`src/rtl/imem_loader_pkg.sv`:
```
// rtl/imem_loader_pkg.sv - shared types and constants for the instruction-memory loader
package riscv_types;

  // Loader sequencing: wait for start, collect bytes, emit one word, signal completion.
  typedef enum logic [1:0] {
    IDLE  = 2'd0,
    RECV  = 2'd1,
    WRITE = 2'd2,
    DONE  = 2'd3
  } loader_state_t;

  localparam int LOADER_BYTE_W = 8;

  // Width of a byte-lane index; a single-byte word still needs a 1-bit counter.
  function automatic int loader_idx_w(input int bytes);
    return (bytes > 1) ? $clog2(bytes) : 1;
  endfunction

endpackage

```
`src/rtl/imem_loader_word_assembler.sv`:
```
// rtl/imem_loader_word_assembler.sv - little-endian byte-to-word packing register
module word_assembler
  import riscv_types::*;
#(
  parameter int WIDTH = 32
) (
  input  logic                     clk_in,
  input  logic                     rst_in,
  input  logic [LOADER_BYTE_W-1:0] byte_in,
  input  logic                     accept_in,
  input  logic                     clear_in,
  output logic [WIDTH-1:0]         word_out,
  output logic                     last_byte_out
);

  localparam int BYTES = WIDTH / LOADER_BYTE_W;
  localparam int IDX_W = loader_idx_w(BYTES);

  logic [IDX_W-1:0] byte_idx;

  // The lane about to be filled is the final one of the word.
  assign last_byte_out = (byte_idx == IDX_W'(BYTES - 1));

  // Place each accepted byte in its lane; clear discards any partial word.
  always_ff @(posedge clk_in or posedge rst_in) begin
    if (rst_in) begin
      byte_idx <= '0;
      word_out <= '0;
    end else if (clear_in) begin
      byte_idx <= '0;
      word_out <= '0;
    end else if (accept_in) begin
      for (int i = 0; i < BYTES; i++) begin
        if (byte_idx == IDX_W'(i)) begin
          word_out[LOADER_BYTE_W*i +: LOADER_BYTE_W] <= byte_in;
        end
      end
      byte_idx <= last_byte_out ? '0 : byte_idx + 1'b1;
    end
  end

endmodule

```
`src/rtl/imem_loader.sv`:
```
// rtl/imem_loader.sv - streams a byte program into instruction memory while holding the core
module imem_loader
  import riscv_types::*;
#(
  parameter int WIDTH = 32,
  parameter int INDEX = 6
) (
  input  logic                     clk_in,
  input  logic                     rst_in,
  input  logic                     start_in,
  input  logic [INDEX:0]           word_count_in,
  input  logic                     byte_valid_in,
  input  logic [LOADER_BYTE_W-1:0] byte_in,
  output logic                     byte_ready_out,
  output logic                     imem_we_out,
  output logic [INDEX-1:0]         imem_addr_out,
  output logic [WIDTH-1:0]         imem_data_out,
  output logic                     core_hold_out,
  output logic                     busy_out,
  output logic                     done_out,
  output logic [WIDTH-1:0]         checksum_out
);

  loader_state_t    state;
  loader_state_t    state_nxt;
  logic [INDEX:0]   word_cnt;
  logic [INDEX:0]   words_done;
  logic             accept;
  logic             asm_clear;
  logic             last_byte;
  logic             last_word;
  logic [WIDTH-1:0] word;

  // Acceptance is derived from state rather than from byte_ready_out so the
  // next-state logic has no path through its own outputs.
  assign accept    = byte_valid_in && (state == RECV);
  // Counters are INDEX+1 bits so a full-depth load (count = 2**INDEX) compares exactly.
  assign last_word = ((words_done + 1'b1) == word_cnt);

  word_assembler #(
    .WIDTH(WIDTH)
  ) u_word_assembler (
    .clk_in        (clk_in),
    .rst_in        (rst_in),
    .byte_in       (byte_in),
    .accept_in     (accept),
    .clear_in      (asm_clear),
    .word_out      (word),
    .last_byte_out (last_byte)
  );

  // The assembled word is registered inside the assembler, so it drives imem directly.
  assign imem_data_out = word;

  // State register.
  always_ff @(posedge clk_in or posedge rst_in) begin
    if (rst_in) begin
      state <= IDLE;
    end else begin
      state <= state_nxt;
    end
  end

  // Next-state selection and state-decoded outputs.
  always_comb begin
    state_nxt      = state;
    byte_ready_out = 1'b0;
    imem_we_out    = 1'b0;
    core_hold_out  = 1'b0;
    busy_out       = 1'b0;
    done_out       = 1'b0;
    asm_clear      = 1'b0;
    case (state)
      IDLE: begin
        if (start_in) begin
          asm_clear = 1'b1;
          state_nxt = (word_count_in == '0) ? DONE : RECV;
        end
      end
      RECV: begin
        byte_ready_out = 1'b1;
        core_hold_out  = 1'b1;
        busy_out       = 1'b1;
        if (accept && last_byte) begin
          state_nxt = WRITE;
        end
      end
      WRITE: begin
        imem_we_out   = 1'b1;
        core_hold_out = 1'b1;
        busy_out      = 1'b1;
        asm_clear     = 1'b1;
        state_nxt     = last_word ? DONE : RECV;
      end
      DONE: begin
        done_out      = 1'b1;
        core_hold_out = 1'b1;
        busy_out      = 1'b1;
        state_nxt     = IDLE;
      end
      default: begin
        state_nxt = IDLE;
      end
    endcase
  end

  // Load bookkeeping: latched count, written-word count, address and running checksum.
  // The address only advances when another word follows, so a full-depth load
  // finishes on the top address instead of wrapping to 0.
  always_ff @(posedge clk_in or posedge rst_in) begin
    if (rst_in) begin
      word_cnt      <= '0;
      words_done    <= '0;
      imem_addr_out <= '0;
      checksum_out  <= '0;
    end else begin
      case (state)
        IDLE: begin
          if (start_in) begin
            word_cnt      <= word_count_in;
            words_done    <= '0;
            imem_addr_out <= '0;
            checksum_out  <= '0;
          end
        end
        WRITE: begin
          checksum_out <= checksum_out + word;
          words_done   <= words_done + 1'b1;
          if (!last_word) begin
            imem_addr_out <= imem_addr_out + 1'b1;
          end
        end
        default: begin
        end
      endcase
    end
  end

endmodule

```
`config.mk`:
```
export PLATFORM = sky130hd
export DESIGN_NAME = imem_loader
export DESIGN_NICKNAME = d
export VERILOG_FILES = /design/src/rtl/imem_loader_pkg.sv /design/src/rtl/imem_loader_word_assembler.sv /design/src/rtl/imem_loader.sv
export SDC_FILE = /design/constraint.sdc
export NUM_CORES = 1
export LEC_CHECK = 0
export ABC_AREA = 0
export BUFFER_PORTS_ARGS = -buffer_cell sky130_fd_sc_hd__buf_2
export CAP_MARGIN = 20
export CORE_AREA = 2 2 136 138
export CTS_CLUSTER_DIAMETER = 30
export DETAILED_ROUTE_END_ITERATION = 8
export DIE_AREA = 0 0 138 140
export GPL_TIMING_DRIVEN = 0
export MAX_ROUTING_LAYER = met4
export SLEW_MARGIN = 20
export SYNTH_ARGS = -nofsm -noshare
export SYNTH_HDL_FRONTEND = slang
export SYNTH_SLANG_ARGS = --single-unit
export TNS_END_PERCENT = 30
```
`constraint.sdc`:
```
create_clock -name clk_in -period 3 [get_ports clk_in]
set_input_delay 0.15 -clock clk_in [delete_from_list [all_inputs] [get_ports clk_in]]
set_output_delay 0.15 -clock clk_in [all_outputs]
set_load 0.1 [all_outputs]
```
## After elaboration in Yosys (flattened, before gate mapping)

Index checks and enable logic that the tools add are counted.

- Output and inout bits: 75
- Bits in registers: 88
- Word-level logic and storage cells: 71

- Reductions and logical operators: 20
- Multiplexer cells: 27
- Eq/ne operators: 10
- Add/sub/neg operators: 4

Operators by type and width:

| cell | count |
|---|---|
| 2-to-1 mux 32 bit | 3 |
| case mux 32 bit (2 select lines) | 1 |
| adder 32 bit | 1 |
| 2-to-1 mux 8 bit | 4 |
| 2-to-1 mux 2 bit | 7 |
| case mux 7 bit (2 select lines) | 1 |
| AND reduction 2 bit | 7 |
| 2-to-1 mux 6 bit | 2 |
| case mux 6 bit (2 select lines) | 1 |
| nonzero test 2 bit | 6 |
| equality test 2 bit (second input constant) | 4 |
| case mux 2 bit (4 select lines) | 1 |
| adder 7 x 1 -> 7 bit (second input constant) | 1 |
| equality test 7 bit | 1 |
| logical NOT 7 bit | 1 |
| 2-to-1 mux 7 bit | 1 |
| adder 6 x 1 -> 6 bit (second input constant) | 1 |
| 2-to-1 mux 1 bit | 5 |
| equality test 2 x 1 -> 1 bit (second input constant) | 2 |
| logical NOT 2 bit | 2 |
| != test 2 bit (second input constant) | 2 |
| AND reduction 3 bit | 1 |
| OR reduction 3 bit | 1 |
| adder 2 x 1 -> 2 bit (second input constant) | 1 |
| 3 further kinds | 4 |

## Logic depth before layout (Yosys ltp)

- Depth after elaboration: 5
- Depth in mapped cells: 12

## Modules after synthesis

A second synthesis with hierarchy kept.

- Cells, all modules: 541
- Area, all modules: 5352.6 um^2

By module, submodules not included:

| module | seq. area each (um^2) | cells an instance | instances | area an instance (um^2) |
|---|---|---|---|---|
| imem_loader | 1351.3 | 414 | 1 | 3777.4 |
| word_assembler | 850.8 | 127 | 1 | 1575.3 |

## Worst setup path before layout

OpenSTA, ideal clock, no wires.

- Path type: register to register
- Start point: register checksum_out[2]
- End point: register checksum_out[30]
- Required time: 2869 ps
- Arrival time: 2913 ps
- Slack: -44 ps
- Setup time: 131 ps
- Stages on the path, launching flop included: 11
- Buffers on the path: 0
- Path through: dfrtp_1 -> ha_1 -> nor2b_1 -> o31a_1 -> o311ai_1 -> nand4_1 -> a21oi_2 -> o211ai_2 -> a21oi_2 -> xor2_1 -> o21ai_1

- Longest elaborated chain between the ends: 2

Ends and longest elaborated chain:

| what | line | source |
|---|---|---|
| start, declared | imem_loader.sv:21 | `output logic [WIDTH-1:0] checksum_out` |
| start signal, assigned | imem_loader.sv:127 | `checksum_out <= checksum_out + word;` |
| adder 32 bit | imem_loader.sv:127 |  |
| case mux 32 bit (2 select lines) | imem_loader.sv:117 | `case (state)` |

Every way passes these cells.
A chain may end at the register's enable or synchronous reset.

## Worst setup path after layout

- Start point: register u_word_assembler.word_out[0]
- End point: register checksum_out[30]

- Longest elaborated chain between the ends: 2

Ends and longest elaborated chain:

| what | line | source |
|---|---|---|
| start, declared | imem_loader_word_assembler.sv:12 | `output logic [WIDTH-1:0] word_out,` |
| start signal, assigned by index | imem_loader_word_assembler.sv:35 | `word_out[LOADER_BYTE_W*i +: LOADER_BYTE_W] <= byte_in;` |
| adder 32 bit | imem_loader.sv:127 |  |
| case mux 32 bit (2 select lines) | imem_loader.sv:117 |  |

Every way passes these cells.

==> flow_metrics.py <==
metrics = {
    "power_and_ir_drop": {
        "ir_worst_vdd_v": 0.0006316,
        "total_power_mw": 6.636,
        "p_leak_nw": 3.160,
        "pwr_density_cell_mw_per_mm2": 1032,
    },
    "clock_network": {
        "cts-root-buf": "clkbuf_16",
        "clockBufferDepth": 2,
        "cts_htree_levels": 3,
        "numCtsBuffers": 9,
        "tritoncts": "done",
        "insertion_delay_ps": 350,
        "clock-sinks": 88,
        "clk_transition_reported_paths_ps": 60,
    },
    "route": {
        "first_iter_violations": 291,
        "drtPass1Iterations": 4,
        "wl_per_cell_um": 16.26,
        "viasPerCell": 4.897,
        "drc_errors": 0,
        "ant_nets": 0,
        "route.vias.total": 4686,
        "wirelength_um": 15570,
    },
    "critical_path": {
        "critical_path_peak_fanout": 5,
        "critPathRequiredTime_ps": 3210,
        "arrival_ps": 3100,
        "endpoint_kind": "register",
        "r2r_cells": 12,
        "cp-start-kind": "register",
        "critical_path_class": "register to register",
    },
    "synthesis": {
        "synth_fp_nets": 671,
        "synth-seq-cells": 88,
        "synth_ff_type": "dfrtp_1",
        "synth_warnings": 0,
        "synth_edf_count": 0,
        "syn_area_per_cell_um2": 8.610,
        "async_flop_share_pct": 100.0,
        "ys_types": 55,
        "seq_area_frac_synth_pct": 41.66,
        "synth_area_mm2": 0.005286,
        "synthCells": 614,
    },
    "cells_and_area": {
        "drive_gt1_share_pct": 18.82,
        "fin_nets": 781,
        "final_common_cell": "nand2_1",
        "syn2layout_area_growth_pct": 21.63,
        "design_area_mm2": 0.006430,
        "instances_no_fill": 957,
        "final_cell_mix": "140 x nand2_1, 96 x buf_2, 84 x dfrtp_1",
        "num_antenna_cells": 0,
    },
    "die": {
        "die_w_um": 138,
        "ioPinCount": 94,
        "die_y_um": 140,
        "start_util_pct": 29.73,
        "rows": 49,
        "core-area_mm2": 0.01778,
        "dieArea_mm2": 0.01932,
    },
    "grt": {
        "grt_overflow": 0,
        "antenna_found_initial": 0,
        "grt_pass1_wl_um": 25050,
        "track_usage_pct": 16.94,
        "grt_pass1_vias": 4537,
        "grt_max_degree": 76,
    },
    "placement": {
        "io_buffer_count": 93,
        "dp_hpwl_um": 11570,
        "globalplace.congestion": 0.8957,
        "post_dp_cell_area_mm2": 0.006076,
        "dp.cells": 937,
    },
    "sta": {
        "setup_viol": 0,
        "final-hold-violation-count": 0,
        "max_slew_margin_pct": 45.65,
        "fin_worst_skew_ps": 4.848,
        "maxClockFrequency_mhz": 346.1,
        "maxSlewViolCount": 0,
        "worst_slew_pin_slew_ps": 812.3,
        "min_period_ps": 2889,
        "rsz0062_at_grt": "no",
        "tns_ps": 0,
        "fin_hold_ws_ps": 9.024,
        "fin_crit_sh_pct": 96.30,
    },
    "run": {
        "maxCapViolCount": 0,
    },
    "status": {
        "status": "finished clean",
    },
    "worst_hold_path": {
        "worstHoldPathCells": 3,
        "min_path_type": "input port to register",
    },
}
flip-flops by register name, summed over array words and instances (netlist names):
register	cells
u_word_assembler.byte_idx	2
imem_addr_out	6
word_cnt	7
words_done	7
u_word_assembler.word_out	32
state	2
checksum_out	32
critical path, stage by stage (launching register included):
cell	delay, ps
dfrtp_2	430
ha_2	210
inv_1	70
fa_2	200
nor2b_1	60
o31a_1	370
o311ai_4	340
nand4_1	250
a21oi_4	300
o211ai_2	140
a21oi_2	150
xor2_1	160
o21ai_1	70
cell usage after synthesis, drive strengths merged, types with 8 or more instances:
master | n | share of area, %
o21bai | 8 | 1.1
nand3 | 26 | 2.5
a21o | 12 | 1.7
a21oi | 68 | 6.7
xnor2 | 19 | 3.1
clkbuf | 20 | 1.4
dfrtp | 88 | 42
a211oi | 8 | 1.3
nor2 | 25 | 1.8
xor2 | 22 | 3.6
ha | 37 | 8.8
o21ai | 55 | 5.2
inv | 21 | 1.5
nand2 | 140 | 9.9
repair_timing:
item,in CTS,in global routing
endpoints found under the setup margin,3,4
hold buffers,1,0
setup buffers,0,4
resized for setup,1,5
hold endpoints to repair,13,0
pin swaps,0,6
gates cloned,0,0
per-stage QoR:
step / utilization [%] / worst slack (ps)
after floorplan: - / 43.52
after global placement: 33.99 / -1046
after detailed placement: 34.17 / -86.14
after CTS: 35.83 / 16.54
after global routing: 36.16 / 5.891
final: 36.16 / 111.0
cell families (layout without fill, tap and decap cells):
kind of cell	after synthesis	count (layout)	share of synthesized area (%)
AO/OA/AOI/OAI	176	176	20.43
XOR/XNOR	41	41	6.793
adder cells (fa/ha/maj)	38	38	9.136
buffers and inverters	47	161	3.479
flip-flops	88	88	41.66
multiplexers	1	1	0.1894
AND/OR/NAND/NOR	223	223	18.32
final timing paths:
check | startpoint | endpoint | slack, ps
hold / removal | word_count_in[5] | word_cnt[5] | 9
hold reg to reg | word_cnt[4] | word_cnt[4] | 500
setup / recovery | u_word_assembler.word_out[0] | checksum_out[30] | 110
setup reg to reg | u_word_assembler.word_out[0] | checksum_out[30] | 110
max in group asynchronous | rst_in | checksum_out[2] | 2110
min in group asynchronous | rst_in | imem_addr_out[4] | 270
power breakdown:
| group | switching [mW] | total (mW) | internal, mW |
|---|---|---|---|
| registers | 0.322 | 1.82 | 1.50 |
| logic | 2.97 | 3.73 | 0.764 |
| clock network | 0.456 | 1.08 | 0.627 |
| total | 3.75 | 6.64 | 2.89 |
layout make-up:
class / instances / area, µm²
multi-input cells: 479 / 2937
repair buffers: 99 / 533.0
plain buffers: 26 / 105.1
well taps: 229 / 286.5
clock buffers: 15 / 277.8
inverters: 21 / 83.83
flip-flops and latches: 88 / 2207
fillers: 1870 / 11350
per-layer routing:
layer	global-route usage, %	share of wire [%]
met4	4.135	1.2
met5	-	0
met2	26.37	46
met1	22.88	47
met3	3.248	6.4
Power figures use the tool's default switching activity.
